**src/rtl/cp0_unit_pkg.sv**
```systemverilog
`default_nettype none
// ============================================================================
// Module      : cp0_unit_pkg
// Description : Shared definitions for coprocessor 0: register numbers,
//               exception codes, register field positions and default
//               constants for the identification and handler addresses.
// Revision    : 1.0 - initial release
// ============================================================================
package cp0_unit_pkg;

    // Coprocessor-0 register numbers reachable through mtc0/mfc0
    typedef enum logic [4:0] {
        CP0_REG_SR    = 5'd12,
        CP0_REG_CAUSE = 5'd13,
        CP0_REG_EPC   = 5'd14,
        CP0_REG_PRID  = 5'd15
    } cp0_reg_e;

    // Exception codes carried down the pipeline to M
    typedef enum logic [4:0] {
        EXC_INT  = 5'd0,
        EXC_ADEL = 5'd4,
        EXC_ADES = 5'd5,
        EXC_RI   = 5'd10,
        EXC_OV   = 5'd12
    } exc_code_e;

    // SR field positions
    localparam int c_sr_im_lo      = 10;
    localparam int c_sr_im_hi      = 15;
    localparam int c_sr_exl        = 1;
    localparam int c_sr_ie         = 0;

    // Cause field positions
    localparam int c_cause_bd      = 31;
    localparam int c_cause_ip_lo   = 10;
    localparam int c_cause_ip_hi   = 15;
    localparam int c_cause_exc_lo  = 2;
    localparam int c_cause_exc_hi  = 6;

    // Default constants
    localparam logic [31:0] c_prid_default       = 32'h2023_1123;
    localparam logic [31:0] c_handler_pc_default = 32'h0000_4180;

    // EPC is always word aligned: clear the two low address bits
    function automatic logic [31:0] word_align(input logic [31:0] addr);
        return addr & 32'hFFFF_FFFC;
    endfunction

endpackage
`default_nettype wire

```
**src/rtl/cp0_unit_if.sv**
```systemverilog
`default_nettype none
// ============================================================================
// Module      : cp0_unit_if
// Description : Bus between the M stage of the pipeline (master) and
//               coprocessor 0 (slave): mtc0/mfc0 access, exception fields,
//               interrupt lines, eret, and the flush/redirect outputs.
// Revision    : 1.0 - initial release
// ============================================================================
interface cp0_unit_if;

    logic        en;
    logic [4:0]  cp0_addr;
    logic [31:0] cp0_wdata;
    logic [31:0] M_pc;
    logic        M_BD;
    logic [4:0]  M_ExcCode;
    logic [5:0]  HWInt;
    logic        eret;
    logic [31:0] cp0_rdata;
    logic [31:0] EPC_out;
    logic        Req;
    logic [31:0] handler_pc;

    // Pipeline side
    modport master (
        output en, cp0_addr, cp0_wdata, M_pc, M_BD, M_ExcCode, HWInt, eret,
        input  cp0_rdata, EPC_out, Req, handler_pc
    );

    // Coprocessor side
    modport slave (
        input  en, cp0_addr, cp0_wdata, M_pc, M_BD, M_ExcCode, HWInt, eret,
        output cp0_rdata, EPC_out, Req, handler_pc
    );

endinterface
`default_nettype wire

```
**src/rtl/cp0_unit_req.sv**
```systemverilog
`default_nettype none
// ============================================================================
// Module      : cp0_unit_req
// Description : Combinational interrupt/exception request equations.
//               Interrupts are enabled lines masked by IM and gated by IE;
//               any non-zero exception code requests; both are blocked
//               while EXL is set so nothing nests or queues.
// Revision    : 1.0 - initial release
// ============================================================================
module cp0_unit_req (
    input  wire logic [5:0] i_hw_int,
    input  wire logic [5:0] i_sr_im,
    input  wire logic       i_sr_ie,
    input  wire logic       i_sr_exl,
    input  wire logic [4:0] i_exc_code,
    output logic            o_int_req,
    output logic            o_req
);

    logic w_exc_req;

    assign o_int_req = (|(i_hw_int & i_sr_im)) & i_sr_ie & ~i_sr_exl;
    assign w_exc_req = (i_exc_code != 5'd0) & ~i_sr_exl;
    assign o_req     = o_int_req | w_exc_req;

endmodule
`default_nettype wire

```
**src/rtl/cp0_unit.sv**
```systemverilog
`default_nettype none
// ============================================================================
// Module      : cp0_unit
// Description : Coprocessor 0 for the pipelined MIPS core. Holds SR, Cause,
//               EPC and PRId, raises Req to flush the pipeline and redirect
//               fetch to the handler, and services mtc0/mfc0/eret from M.
// Revision    : 1.0 - initial release
// ============================================================================
module cp0_unit
    import cp0_unit_pkg::*;
#(
    parameter logic [31:0] PRID       = c_prid_default,
    parameter logic [31:0] HANDLER_PC = c_handler_pc_default
) (
    input  wire logic   clk,
    input  wire logic   reset,
    cp0_unit_if.slave   bus
);

    // Architectural state (only the implemented fields are stored)
    logic [5:0]  r_sr_im;
    logic        r_sr_exl;
    logic        r_sr_ie;
    logic        r_cause_bd;
    logic [5:0]  r_cause_ip;
    logic [4:0]  r_cause_exc;
    logic [31:0] r_epc;

    logic        w_int_req;
    logic        w_req;
    logic [31:0] w_epc_src;
    logic [31:0] w_sr;
    logic [31:0] w_cause;
    logic        w_wr_sr;
    logic        w_wr_epc;

    cp0_unit_req u_req (
        .i_hw_int   (bus.HWInt),
        .i_sr_im    (r_sr_im),
        .i_sr_ie    (r_sr_ie),
        .i_sr_exl   (r_sr_exl),
        .i_exc_code (bus.M_ExcCode),
        .o_int_req  (w_int_req),
        .o_req      (w_req)
    );

    // A delay-slot instruction returns to its branch, one word earlier
    assign w_epc_src = word_align(bus.M_BD ? (bus.M_pc - 32'd4) : bus.M_pc);

    assign w_sr    = {16'd0, r_sr_im, 8'd0, r_sr_exl, r_sr_ie};
    assign w_cause = {r_cause_bd, 15'd0, r_cause_ip, 3'd0, r_cause_exc, 2'd0};

    assign w_wr_sr  = bus.en && (bus.cp0_addr == CP0_REG_SR);
    assign w_wr_epc = bus.en && (bus.cp0_addr == CP0_REG_EPC);

    // Register update: reset, then request capture, else mtc0/eret
    always_ff @(posedge clk) begin
        if (reset) begin
            r_sr_im     <= 6'd0;
            r_sr_exl    <= 1'b0;
            r_sr_ie     <= 1'b0;
            r_cause_bd  <= 1'b0;
            r_cause_ip  <= 6'd0;
            r_cause_exc <= 5'd0;
            r_epc       <= 32'd0;
        end else begin
            r_cause_ip <= bus.HWInt;
            if (w_req) begin
                // The M instruction is flushed, so any mtc0/eret it carried is dropped
                r_sr_exl    <= 1'b1;
                r_cause_exc <= w_int_req ? EXC_INT : bus.M_ExcCode;
                r_cause_bd  <= bus.M_BD;
                r_epc       <= w_epc_src;
            end else begin
                if (w_wr_sr) begin
                    r_sr_im  <= bus.cp0_wdata[c_sr_im_hi:c_sr_im_lo];
                    r_sr_exl <= bus.cp0_wdata[c_sr_exl];
                    r_sr_ie  <= bus.cp0_wdata[c_sr_ie];
                end
                if (w_wr_epc) begin
                    r_epc <= word_align(bus.cp0_wdata);
                end
                // Placed after the SR write so the EXL clear wins if both occur
                if (bus.eret) begin
                    r_sr_exl <= 1'b0;
                end
            end
        end
    end

    // mfc0 read mux on pre-edge state
    always_comb begin
        bus.cp0_rdata = 32'd0;
        case (bus.cp0_addr)
            CP0_REG_SR:    bus.cp0_rdata = w_sr;
            CP0_REG_CAUSE: bus.cp0_rdata = w_cause;
            CP0_REG_EPC:   bus.cp0_rdata = r_epc;
            CP0_REG_PRID:  bus.cp0_rdata = PRID;
            default:       bus.cp0_rdata = 32'd0;
        endcase
    end

    assign bus.Req        = w_req;
    assign bus.EPC_out    = r_epc;
    assign bus.handler_pc = HANDLER_PC;

endmodule
`default_nettype wire

```
**src/flat_wrapper.sv**
```systemverilog
// flat-port wrapper written by rule: the top's interface ports become plain ports
module cp0_unit_flat import cp0_unit_pkg::*;
#(
    parameter logic [31:0] PRID       = c_prid_default,
    parameter logic [31:0] HANDLER_PC = c_handler_pc_default
)
  (clk, reset, bus_en, bus_cp0_addr, bus_cp0_wdata, bus_M_pc, bus_M_BD, bus_M_ExcCode, bus_HWInt, bus_eret, bus_cp0_rdata, bus_EPC_out, bus_Req, bus_handler_pc);
  cp0_unit_if bus_i ();
  input  wire logic clk;
  input  wire logic reset;
  input wire logic [$bits(bus_i.en)-1:0] bus_en;
  input wire logic [$bits(bus_i.cp0_addr)-1:0] bus_cp0_addr;
  input wire logic [$bits(bus_i.cp0_wdata)-1:0] bus_cp0_wdata;
  input wire logic [$bits(bus_i.M_pc)-1:0] bus_M_pc;
  input wire logic [$bits(bus_i.M_BD)-1:0] bus_M_BD;
  input wire logic [$bits(bus_i.M_ExcCode)-1:0] bus_M_ExcCode;
  input wire logic [$bits(bus_i.HWInt)-1:0] bus_HWInt;
  input wire logic [$bits(bus_i.eret)-1:0] bus_eret;
  output wire logic [$bits(bus_i.cp0_rdata)-1:0] bus_cp0_rdata;
  output wire logic [$bits(bus_i.EPC_out)-1:0] bus_EPC_out;
  output wire logic [$bits(bus_i.Req)-1:0] bus_Req;
  output wire logic [$bits(bus_i.handler_pc)-1:0] bus_handler_pc;
  assign bus_i.en = bus_en;
  assign bus_i.cp0_addr = bus_cp0_addr;
  assign bus_i.cp0_wdata = bus_cp0_wdata;
  assign bus_i.M_pc = bus_M_pc;
  assign bus_i.M_BD = bus_M_BD;
  assign bus_i.M_ExcCode = bus_M_ExcCode;
  assign bus_i.HWInt = bus_HWInt;
  assign bus_i.eret = bus_eret;
  assign bus_cp0_rdata = bus_i.cp0_rdata;
  assign bus_EPC_out = bus_i.EPC_out;
  assign bus_Req = bus_i.Req;
  assign bus_handler_pc = bus_i.handler_pc;
  cp0_unit #(.PRID(PRID), .HANDLER_PC(HANDLER_PC)) u_core (.clk(clk), .reset(reset), .bus(bus_i));
endmodule
```
**config.mk**
```make
export PLATFORM = sky130hd
export DESIGN_NAME = cp0_unit_flat
export DESIGN_NICKNAME = d
export VERILOG_FILES = /design/src/rtl/cp0_unit_pkg.sv /design/src/rtl/cp0_unit_if.sv /design/src/rtl/cp0_unit_req.sv /design/src/rtl/cp0_unit.sv /design/src/flat_wrapper.sv
export SDC_FILE = /design/constraint.sdc
export NUM_CORES = 1
export LEC_CHECK = 0
export ABC_CLOCK_PERIOD_IN_PS = 7000
export CAP_MARGIN = 0
export CELL_PAD_IN_SITES_DETAIL_PLACEMENT = 0
export CELL_PAD_IN_SITES_GLOBAL_PLACEMENT = 2
export CORE_MARGIN = 10
export CORE_UTILIZATION = 23
export CTS_BUF_LIST = sky130_fd_sc_hd__clkbuf_8 sky130_fd_sc_hd__clkbuf_16
export CTS_CLUSTER_DIAMETER = 40
export DETAILED_ROUTE_END_ITERATION = 10
export PLACE_DENSITY = 0.87
export SLEW_MARGIN = 10
export SYNTH_ARGS = -nofsm -noshare
export SYNTH_HDL_FRONTEND = slang
export SYNTH_SLANG_ARGS = --single-unit
```
**constraint.sdc**
```tcl
create_clock -name clk -period 7 [get_ports clk]
set_input_delay 2.1 -clock clk [delete_from_list [all_inputs] [get_ports clk]]
set_output_delay 2.1 -clock clk [all_outputs]
set_load 0.01 [all_outputs]
```
# ---- Word level (Yosys, flattened, before mapping)
# Cells that the tools add are included.
dict set report word_totals {
  elab_cells 34
  memories 0
  latchBits 0
  mem_bits_rw 0
  ff_bits 50
  romBits 0
  out_inout_bits 97
}
dict set report op_classes {
  mux 8
  n_lt_le_gt_ge 0
  addsub 1
  reduce_logical 7
  bitwise_logic 7
  n_eq_ne 4
  div 0
  shift 0
  multipliers 0
}
# cell count
set op_table {}
lappend op_table {{32-bit case mux with 4 select lines} 1}
lappend op_table {{32-bit 2-to-1 mux} 3}
lappend op_table {{32-bit by 3-bit subtractor with 32-bit output, second input constant} 1}
lappend op_table {{5-bit by 4-bit equality test with 1-bit output, second input constant} 4}
lappend op_table {{6-bit AND} 1}
lappend op_table {{6-bit OR reduction} 1}
lappend op_table {{5-bit 2-to-1 mux} 1}
lappend op_table {{5-bit nonzero test} 1}
lappend op_table {{1-bit AND} 3}
lappend op_table {{1-bit 2-to-1 mux} 3}
lappend op_table {{3-bit nonzero test} 1}
lappend op_table {{1-bit logical AND} 2}
lappend op_table {{1-bit NOT} 2}
lappend op_table {{2-bit AND reduction} 1}
lappend op_table {{2-bit nonzero test} 1}
lappend op_table {{1-bit bitwise OR} 1}

# ---- Logic depth before layout (Yosys ltp)
# Gate-level depths: netlist (run 1).
dict set report logic_depth {
  depth_word 7
  depth_mapped 8
  depth_no_buf 7
}

# ---- Modules after synthesis
# From an unflattened synthesis (run 1), not the netlist that was laid out.
dict set report hier_totals {
  hier_cells 444
  area_unflattened_um2 3557.2
}
# module cells_each n_inst seq_area_each_um2 area_each_um2
set by_module_without_submodules {}
lappend by_module_without_submodules {cp0_unit 436 1 1001.0 3498.4}
lappend by_module_without_submodules {cp0_unit_req 8 1 0.0 58.8}

# ---- Least setup slack after synthesis (run 1)
# Ideal clock, no wire load.
dict set report synth_path {
  kind {input-to-output}
  from {in bus_M_ExcCode[3]}
  to {out bus_Req}
  arrival_time_ns 3.312
  required_ns 4.900
  cell_stages 4
  slack_ns 1.588
  n_path_buf 1
  path_cell_list {or4_4 -> o31ai_4 -> inv_2 -> buf_2}
}
dict set report synth_between {
  elab_chain_len 3
}
# item line
set synth_lines {}
lappend synth_lines {{start, declared} flat_wrapper.sv:16} ;# input wire logic [$bits(bus_i.M_ExcCode)-1:0] bus_M_ExcCode;
lappend synth_lines {{5-bit nonzero test} cp0_unit_req.sv:23} ;# assign w_exc_req = (i_exc_code != 5'd0) & ~i_sr_exl;
lappend synth_lines {{1-bit AND} cp0_unit_req.sv:23}
lappend synth_lines {{1-bit bitwise OR} cp0_unit_req.sv:24} ;# assign o_req = o_int_req | w_exc_req;
lappend synth_lines {{end, declared} flat_wrapper.sv:21} ;# output wire logic [$bits(bus_i.Req)-1:0] bus_Req;
# Every way passes these cells.

# ---- Worst setup path in the final report (run 1)
dict set report layout_path {
  from {in bus_cp0_addr[1]}
  to {out bus_cp0_rdata[4]}
}
dict set report layout_between {
  elab_chain_len 2
  word_cells_on_any_way 5
}
# item line
set layout_lines {}
lappend layout_lines {{start, declared} flat_wrapper.sv:12} ;# input wire logic [$bits(bus_i.cp0_addr)-1:0] bus_cp0_addr;
lappend layout_lines {{5-bit by 4-bit equality test with 1-bit output} cp0_unit.sv:94} ;# case (bus.cp0_addr)
lappend layout_lines {{32-bit case mux with 4 select lines (*)} cp0_unit.sv:94}
lappend layout_lines {{end, declared} flat_wrapper.sv:19} ;# output wire logic [$bits(bus_i.cp0_rdata)-1:0] bus_cp0_rdata;
# Mark *: on every way between the ends. The rest lies on a longest branch, timed or not.

==> impl_metrics.csv, run 1 <==
group,metric,value,unit
critical_path,crit_cells,6,
critical_path,crit_path_end_kind,"output port",
power_and_ir_drop,power_density,151,nW/µm²
finish,num_antenna_cells,0,
global_routing,grt_pass1_wl,21200,µm
clock_network,path_clk_slew,60,ps
global_routing,grt_pass1_vias,3526,
power_and_ir_drop,p_sw,0.224,mW
yosys,synth_warnings,0,
die,core_area,14600,µm²
detailed_routing,wl_per_cell,19.1,µm
power_and_ir_drop,clock_power_share,0.300,
die,die_h,143,µm
critical_path,crit_top_cell,"clkdlybuf4s50_1",
critical_path,crit_end,"bus_cp0_rdata[4]",
min_path,hold_path.class,"reg -> reg",
global_routing,grt_max_degree,51,
min_path,hold_start,"u_core.r_cause_exc[1]$_SDFFE_PP0N_",
timing,tns,0,ps
timing,layout_min_cycle_time,6260,ps
clock_network,cts_root_buf,"clkbuf_16",
detailed_routing,totalWireLength,14200,µm
critical_path,crit_arrival,4160,ps
timing,min_period_over_period,0.894,
yosys,syn-instance-count,431,
timing,hold_viol,0,
global_routing,grt-ovfl-total,0,
timing,drv_slew,0,
critical_path,cp_top_family,"buffers and inverters",
die,row_count,44,
critical_path,critPathLaunch,"bus_cp0_addr[1]",
critical_path,rrSetupSlack,4910,ps
detailed_routing,dr.first_iter.drc_count,241,
finish,nFillCells,1536,
detailed_routing,dr.pass1.iters,5,
global_routing,antenna_found_initial,0,
timing,rsz0062_at_grt,"false",
placed_design,portBuffers,145,
power_and_ir_drop,pwr-share-comb,0.278,
yosys,synth_top_area_frac,0.289,
critical_path,timing.rr.start,"u_core.r_sr_im[0]$_SDFFE_PP0P_",
placed_design,place_hpwl,11500,µm
yosys,synth_commonest_cells,"61 x nor2_1, 50 x dfxtp_1, 35 x buf_4",
job,max_cap_violations,0,
critical_path,reg2reg_depth,6,
clock_network,worstSkewPairLatency,280,ps
power_and_ir_drop,max-vdd-ir-drop,83.6,µV
critical_path,crit_required,4900,ps
critical_path,timing.rr.end,"u_core.bus.EPC_out[14]$_SDFFE_PP0P_",
finish,synthToLayoutAreaGrowth,46.7,%
timing,maxSlewHeadroom,0.204,
die,die-area,20400,µm²
critical_path,crit_slowest_cell,"clkdlybuf4s50_1",
yosys,yosysMostFrequentCell,"nor2_1",
detailed_routing,drc,0,
detailed_routing,ant_nets,0,
clock_network,cts.htree.levels,2,
detailed_routing,avgViaCountPerCell,4.65,
clock_network,post_cts_buffers,0,
global_routing,grt_util_all_layers,0.131,
timing,worst_pin_slew,1190,ps
yosys,synth_ff_type,"dfxtp_1",
placed_design,gp_congestion,0.841,
detailed_routing,vias,3460,
clock_network,clock_path_buffers,2,
die,fp.dieW,143,µm
yosys,synth_area_leaders,"dfxtp_1 29%, buf_4 7.6%, nor2_1 6.6%",
finish,final_util,0.347,
critical_path,cp_cell_sequence,"clkdlybuf4s50_1 -> nor2b_1 -> buf_4 -> a22oi_1 -> nor2_1 -> clkdlybuf4s50_1",
timing,setup_viol,0,
power_and_ir_drop,power.internal,0.545,mW
finish,num-nets-final,646,
critical_path,critical_path_class,"in -> out",
yosys,synth_top_cell_by_area,"dfxtp_1",
die,io_pins,182,
placed_design,dp.cells,737,
yosys,synth_cell_types,50,
die,initial_utilization,0.237,
yosys,syn_area,3460,µm²
power_and_ir_drop,switching_share,0.292,
critical_path,worstPathMaxFanout,16,
clock_network,post_cts_resized,0,
yosys,ys_seq_area_frac,0.289,
yosys,synth_edf_count,0,
clock_network,cts.sinks,50,
finish,drive_gt1_frac,0.0857,
yosys,async_flop_share,0,
critical_path,cp_num_buf_inv,3,
power_and_ir_drop,leakagePower,1.83,nW
yosys,ys_seq_elements,50,
critical_path,cp_slowest_stage_delay,780,ps
finish,fin_cells,744,
timing,fmax,160,MHz
clock_network,cts_hold_buf,0,
power_and_ir_drop,p_seq_frac,0.422,
clock_network,cts_tree,"yes",
yosys,syn_avg_cell_area,8.04,µm²
critical_path,start_kind,"input port",
timing,fin_skew,5.18,ps
power_and_ir_drop,p_total,0.769,mW
run_status,status,"finished, final reports clean",
clock_network,cts_buffers,5,
[layer usage]
metal  share of wire  global-route usage
met2            0.46               0.210
met1            0.45               0.169
met4           0.012              0.0337
met3           0.082              0.0385
met5               0                   0
[layout by cell type (no fill, tap or decap), drive strengths merged, types with 7 or more instances in the layout]
cell	synthesis	layout
nand2	28	28
buf	48	10
xnor2	18	18
nor3	13	13
a21oi	17	17
conb	2	34
nor2	61	61
a211oi	22	22
a311oi	14	14
mux2i	13	13
a22oi	10	10
clkdlybuf4s50	0	144
nor2b	8	8
and3	23	23
xor2	7	7
nand3	20	20
dfxtp	50	50
[final cells by class]
cell class	count	area [µm²]	share of cell area
tap	184	230	0.0453
clock buffer	5	125	0.0246
inverter	5	18.8	0.00369
multi-input combinational	344	2180	0.430
clock inverter	2	10.0	0.00197
timing repair buffer	154	1510	0.298
sequential	50	1000	0.197
[sequential cells by signal (all words and copies together) (netlist names)]
| register | flops |
|---|---|
| u_core.r_cause_bd | 1 |
| u_core.r_sr_ie | 1 |
| u_core.r_sr_im | 6 |
| u_core.r_cause_ip | 6 |
| u_core.bus.EPC_out | 30 |
| u_core.r_cause_exc | 5 |
| u_core.r_sr_exl | 1 |
[power groups by stage]
stage	logic [mW]	registers, mW	clock network [mW]
final	0.214	0.325	0.231
after detailed placement	0.214	0.331	0
after global placement	0.211	0.331	0
after global routing	0.231	0.327	0.249
after floorplan	0.102	0.332	0
after CTS	0.215	0.325	0.238
[tightest hold or removal path: cells and delay by family, from the launching register on]
family | cells | cell delay (ps)
DFF | 1 | 310
AOI/OAI and AO/OA | 1 | 50
and+or+nand+nor | 1 | 50
[how the worst min path moves through the flow]
stage | to | slack (ps) | cells past startpoint
final | u_core.r_cause_exc[1]$_SDFFE_PP0N_ | 460 | 2
after global routing | u_core.r_cause_exc[1]$_SDFFE_PP0N_ | 490 | 2
after CTS | u_core.r_cause_exc[1]$_SDFFE_PP0N_ | 460 | 2
after detailed placement | u_core.r_cause_exc[1]$_SDFFE_PP0N_ | 450 | 2
after global placement | u_core.r_cause_exc[1]$_SDFFE_PP0N_ | 440 | 2
after floorplan | u_core.r_cause_exc[1]$_SDFFE_PP0N_ | 430 | 2
[stage by stage]
stage | setup WS, ps | hold WS, ps | instance area, µm²
final | 741 | 459 | 5080
after global routing | 526 | 493 | 5080
after CTS | 728 | 458 | 5080
after detailed placement | 744 | 451 | 4950
after global placement | 743 | 444 | 4950
after floorplan | 1590 | 432 | 3580
[cell families (layout without fill, tap and decap cells)]
family | count (synthesis) | after routing | share of synthesized area
simple gates | 188 | 188 | 0.289
compound gates | 77 | 77 | 0.179
buf+inv | 69 | 166 | 0.116
flops | 50 | 50 | 0.289
xor+xnor | 25 | 25 | 0.0632
mux | 19 | 19 | 0.0571
other cells | 2 | 34 | 0.00217
fa+ha+maj | 1 | 1 | 0.00361
Note: power is estimated with default switching activity, not from simulation.
==> inputs of run 2 (changes only) <==
==> constraint.sdc (replaced) <==
create_clock -name clk -period 7 [get_ports clk]
set_input_delay 0.7 -clock clk [delete_from_list [all_inputs] [get_ports clk]]
set_output_delay 0.7 -clock clk [all_outputs]
set_load 0.01 [all_outputs]
==> run 2 against run 1 <==
Critical path depth up 1. Clock skew up 3.4 ps. Combinational power about the same. Global-route usage shrank 0.061 points. Largest power group unchanged. Via count up 0.14%. First-iteration DRC count shrank 36%. Die area unchanged. Core utilization up 0.060 points. Routed wire length decreased by 1.7%. Register-to-register slack worse by 430 ps. Critical endpoint is now bus_Req. Largest cell class unchanged. Count of clock-buffer cells in the layout unchanged.
==> impl_metrics.csv, run 2 (synthesis results as in run 1) <==
group,metric,value,unit
die,row_count,44,
critical_path,crit_slowest_cell,"clkdlybuf4s50_1",
power_and_ir_drop,power_density,159,nW/µm²
clock_network,cts_tree,"yes",
die,core_area,14600,µm²
detailed_routing,dr.pass1.iters,4,
die,initial_utilization,0.237,
placed_design,post_dp_cell_area,4920,µm²
critical_path,worstPathMaxFanout,36,
clock_network,cts.sinks,50,
finish,num-nets-final,643,
global_routing,grt_pass1_wl,21000,µm
critical_path,cp_top_family,"buffers and inverters",
detailed_routing,avgViaCountPerCell,4.67,
timing,min_period_over_period,0.594,
clock_network,worstSkewPairLatency,290,ps
detailed_routing,ant_nets,0,
critical_path,cp_slowest_stage_delay,670,ps
run_status,status,"finished, final reports clean",
finish,drive_gt1_frac,0.0806,
placed_design,dp.cells,734,
timing,postLayoutSetupSlackWorst,2840,ps
clock_network,post_cts_buffers,0,
finish,final_util,0.348,
global_routing,grt_max_degree,51,
timing,hold_ws,458,ps
critical_path,cp_num_buf_inv,4,
detailed_routing,wl_per_cell,18.8,µm
finish,largest_reg_flops,30,
min_path,hold_path.class,"reg -> reg",
global_routing,antenna_found_initial,1,
critical_path,cp_cell_sequence,"clkdlybuf4s50_1 -> a22oi_1 -> a31oi_1 -> o31ai_4 -> buf_4 -> inv_2 -> clkdlybuf4s50_1",
placed_design,pre_cts_slack,2840,ps
timing,rsz0062_at_grt,"false",
clock_network,path_clk_slew,60,ps
detailed_routing,vias,3465,
timing,tns,0,ps
timing,fmax,241,MHz
timing,setup_viol,0,
power_and_ir_drop,p_seq_frac,0.400,
global_routing,grt_util_all_layers,0.131,
global_routing,grt_pass1_vias,3497,
finish,final_common_cell,"clkdlybuf4s50_1",
clock_network,cts_buffers,5,
global_routing,grt-ovfl-total,0,
finish,multi_input_area,2180,µm²
die,io_pins,182,
power_and_ir_drop,p_total,0.812,mW
clock_network,post_cts_resized,0,
timing,hold_viol,0,
die,fp.dieW,143,µm
clock_network,clock_path_buffers,2,
power_and_ir_drop,pwr-share-comb,0.260,
placed_design,gp_congestion,0.834,
timing,maxSlewHeadroom,0.256,
finish,synthToLayoutAreaGrowth,46.9,%
clock_network,cts.htree.levels,2,
die,die_h,143,µm
critical_path,crit_required,6300,ps
power_and_ir_drop,max-vdd-ir-drop,88.9,µV
detailed_routing,dr.first_iter.drc_count,155,
clock_network,cts_root_buf,"clkbuf_16",
detailed_routing,totalWireLength,13900,µm
critical_path,critical_path_class,"in -> out",
critical_path,crit_arrival,3460,ps
timing,drv_slew,0,
die,die-area,20400,µm²
finish,seqCellArea,1000,µm²
finish,nFillCells,1530,
power_and_ir_drop,p_sw,0.230,mW
detailed_routing,drc,0,
placed_design,place_hpwl,11200,µm
clock_network,cts_hold_buf,0,
placed_design,portBuffers,145,
critical_path,crit_top_cell,"clkdlybuf4s50_1",
power_and_ir_drop,switching_share,0.283,
finish,final_cell_mix,"144 x clkdlybuf4s50_1, 60 x nor2_1, 50 x dfxtp_1, 34 x conb_1, 28 x nand2_1",
timing,layout_min_cycle_time,4160,ps
timing,fin_skew,8.58,ps
finish,design_area,5090,µm²
finish,fin_cells,742,
critical_path,crit_path_end_kind,"output port",
power_and_ir_drop,leakagePower,1.83,nW
power_and_ir_drop,clock_power_share,0.340,
critical_path,start_kind,"input port",
timing,worst_pin_slew,1120,ps
power_and_ir_drop,power.internal,0.582,mW
finish,num_antenna_cells,0,
job,max_cap_violations,0,
run 2: cell types whose count changed in the layout (fill, tap and decap cells not counted):
| cell | delta |
|---|---|
| buf_4 | -3 |
| bufinv_16 | +1 |
| clkinv_2 | -2 |
| clkinvlp_4 | +1 |
| inv_1 | +1 |
run 2: worst reg2reg max path, delay by kind of cell (launching register included):
| kind | cells | cell delay [ps] |
|---|---|---|
| AO/OA/AOI/OAI | 5 | 1220 |
| flip-flops | 1 | 330 |
| buffers and inverters | 2 | 800 |
run 2: worst paths after layout:
| path | from | to | slack [ps] | depth (start not counted) |
|---|---|---|---|---|
| setup / recovery | bus_HWInt[2] | bus_Req | 2840 | 7 |
| hold / removal | u_core.r_cause_exc[1]$_SDFFE_PP0N_ | u_core.r_cause_exc[1]$_SDFFE_PP0N_ | 460 | 2 |
| setup reg to reg | u_core.r_sr_im[0]$_SDFFE_PP0P_ | u_core.bus.EPC_out[26]$_SDFFE_PP0P_ | 4480 | 7 |
| hold reg to reg | u_core.r_cause_exc[1]$_SDFFE_PP0N_ | u_core.r_cause_exc[1]$_SDFFE_PP0N_ | 460 | 2 |
run 2: power by group through the flow:
stage,Clock (mW),Sequential (mW),Combinational (mW)
floorplan,0,0.332,0.102
global placement,0,0.330,0.210
detailed placement,0,0.331,0.211
CTS,0.281,0.325,0.212
global route,0.291,0.327,0.230
finish,0.276,0.324,0.211
run 2: area by class of cell:
type / count / share of cell area
clock inverters: 3 / 0.00811
inverters: 5 / 0.00369
flip-flops and latches: 50 / 0.197
multi-input cells: 344 / 0.429
repair buffers: 151 / 0.293
well taps: 184 / 0.0452
clock buffers: 5 / 0.0246
run 2: metal layers:
| layer | GRT usage | part of all wire | vias up |
|---|---|---|---|
| met4 | 0.0309 | 0.0088 | 0 |
| met1 | 0.169 | 0.44 | 1598 |
| met3 | 0.0418 | 0.090 | 6 |
| met2 | 0.207 | 0.46 | 130 |
| li1 | - | - | 1731 |
| met5 | 0 | 0 | - |
==> inputs of run 3 (changes only) <==
ABC_CLOCK_PERIOD_IN_PS = 3790   (was 7000)
CORE_UTILIZATION = 19   (was 23)
PLACE_DENSITY = 0.77   (was 0.87)
clock period = 3.79 ns   (was 7 ns; I/O delays follow)
==> run 3 against run 2 <==
Clock power rose by 86%. Final cell count rose by 6.9%. Clock skew fell by 2.8 ps. Count of clock-buffer cells in the layout did not move. Die area rose by 18%. Worst setup slack got worse by 2000 ps. Via count fell by 0.40%. Non-clock buffer count rose by 5. Critical path depth did not move. Sequential power rose by 85%. Design area rose by 1.9%. Critical endpoint is now bus_cp0_rdata[15]. Largest cell class unchanged.
==> impl_metrics.csv, run 3 (synthesis results as in run 1) <==
group,metric,value,unit
timing,tns,0,ps
placed_design,portBuffers,145,
timing,hold_ws,477,ps
timing,layout_min_cycle_time,2950,ps
die,die-area,24000,µm²
critical_path,crit_path_end_kind,"output port",
critical_path,worstPathMaxFanout,13,
critical_path,critical_path_class,"in -> out",
clock_network,cts_tree,"yes",
power_and_ir_drop,max-vdd-ir-drop,251,µV
global_routing,antenna_found_initial,2,
timing,fmax,339,MHz
clock_network,clock_path_buffers,2,
global_routing,grt_pass1_vias,3575,
critical_path,crit_required,3410,ps
timing,min_period_over_period,0.778,
global_routing,grt_max_degree,51,
power_and_ir_drop,leakagePower,1.85,nW
detailed_routing,avgViaCountPerCell,4.35,
placed_design,place_hpwl,12100,µm
global_routing,grt_pass1_wl,22000,µm
die,row_count,49,
detailed_routing,wl_per_cell,18.7,µm
detailed_routing,ant_nets,0,
clock_network,cts_buffers,5,
critical_path,cp_num_buf_inv,3,
placed_design,gp_congestion,0.841,
die,core_area,18000,µm²
timing,fin_skew,5.75,ps
clock_network,post_cts_resized,0,
timing,worst_pin_slew,1050,ps
clock_network,worstSkewPairLatency,290,ps
detailed_routing,vias,3451,
run_status,status,"finished, final reports clean",
critical_path,crit_arrival,2570,ps
critical_path,cp_top_family,"buffers and inverters",
detailed_routing,drc,0,
timing,hold_viol,0,
global_routing,grt_util_all_layers,0.118,
finish,largest_reg_flops,30,
timing,setup_viol,0,
job,max_cap_violations,0,
detailed_routing,dr.pass1.iters,4,
finish,synthToLayoutAreaGrowth,49.7,%
die,initial_utilization,0.193,
critical_path,start_kind,"input port",
finish,final_cell_mix,"144 x clkdlybuf4s50_1, 60 x nor2_1, 50 x dfxtp_1, 34 x conb_1, 28 x nand2_1",
die,fp.dieW,155,µm
die,io_pins,182,
die,die_h,155,µm
power_and_ir_drop,power_density,291,nW/µm²
timing,drv_slew,0,
clock_network,cts_hold_buf,0,
timing,rsz0062_at_grt,"false",
finish,drive_gt1_frac,0.0890,
detailed_routing,dr.first_iter.drc_count,150,
clock_network,cts_root_buf,"clkbuf_16",
power_and_ir_drop,p_total,1.51,mW
critical_path,cp_slowest_stage_delay,910,ps
clock_network,cts.htree.levels,2,
min_path,hold_path.class,"reg -> reg",
clock_network,cts.sinks,50,
timing,maxSlewHeadroom,0.300,
clock_network,path_clk_slew,60,ps
finish,num-nets-final,648,
critical_path,cp_cell_sequence,"clkdlybuf4s50_1 -> buf_4 -> mux2i_1 -> nor2_1 -> a21oi_1 -> nor2_1 -> clkdlybuf4s50_1",
detailed_routing,totalWireLength,14800,µm
critical_path,crit_slowest_cell,"clkdlybuf4s50_1",
finish,final_common_cell,"clkdlybuf4s50_1",
global_routing,grt-ovfl-total,0,
clock_network,post_cts_buffers,0,
## run 3: cell count changes in the layout (fill, tap and decap cells not counted)
| cell | previous run | this run |
|---|---|---|
| buf_4 | 6 | 11 |
| diode_2 | 0 | 2 |
| clkinv_4 | 0 | 1 |
| clkinvlp_4 | 1 | 0 |
| inv_1 | 5 | 4 |
## run 3: worst register-to-register path: stages, from the launching register on
cell and delay, ps:
dfxtp_1 330, a22oi_1 350, a31oi_1 290, o31ai_4 290, buf_4 400, nor3_1 150, a311oi_1 250
## run 3: power breakdown
group          total, mW  switching [mW]  internal [mW]
combinational      0.396           0.194          0.203
sequential         0.600          0.0351          0.565
clock              0.512           0.203          0.309
total               1.51           0.432           1.08
## run 3: final cells by class
cell class | instances | area [µm²]
diodes | 2 | 5.00
clock buffers | 5 | 125
clock inverters | 2 | 38.8
fillers | 1913 | 12800
inverters | 5 | 18.8
multi-input cells | 344 | 2180
flip-flops and latches | 50 | 1000
well taps | 229 | 287
repair buffers | 156 | 1530
## run 3: worst paths after layout
path	start	endpoint	slack, ps	cells past startpoint
worst max-delay path	bus_cp0_addr[0]	bus_cp0_rdata[15]	840	7
worst min-delay path	u_core.r_cause_bd$_SDFFE_PP0N_	u_core.r_cause_bd$_SDFFE_PP0N_	480	2
worst max register to register	u_core.r_sr_im[0]$_SDFFE_PP0P_	u_core.bus.EPC_out[7]$_SDFFE_PP0P_	1640	6
worst min register to register	u_core.r_cause_bd$_SDFFE_PP0N_	u_core.r_cause_bd$_SDFFE_PP0N_	480	2
## run 3: layer usage
| layer | part of all wire | wire [µm] | track usage |
|---|---|---|---|
| met4 | 0.013 | 190 | 0.0315 |
| met1 | 0.42 | 6180 | 0.138 |
| met3 | 0.078 | 1160 | 0.0342 |
| met2 | 0.49 | 7310 | 0.204 |
| met5 | 0 | 0 | 0 |
## run 3: metrics by stage
stage / cells / setup WS, ps / util / area, µm²
2_1_floorplan: 463 / 1820 / - / 3580
3_3_place_gp: 784 / 794 / 0.279 / 5020
3_5_place_dp: 784 / 823 / 0.279 / 5020
4_1_cts: 791 / 816 / 0.289 / 5180
5_1_grt: 791 / 709 / 0.289 / 5180
6_report: 793 / 841 / 0.289 / 5190
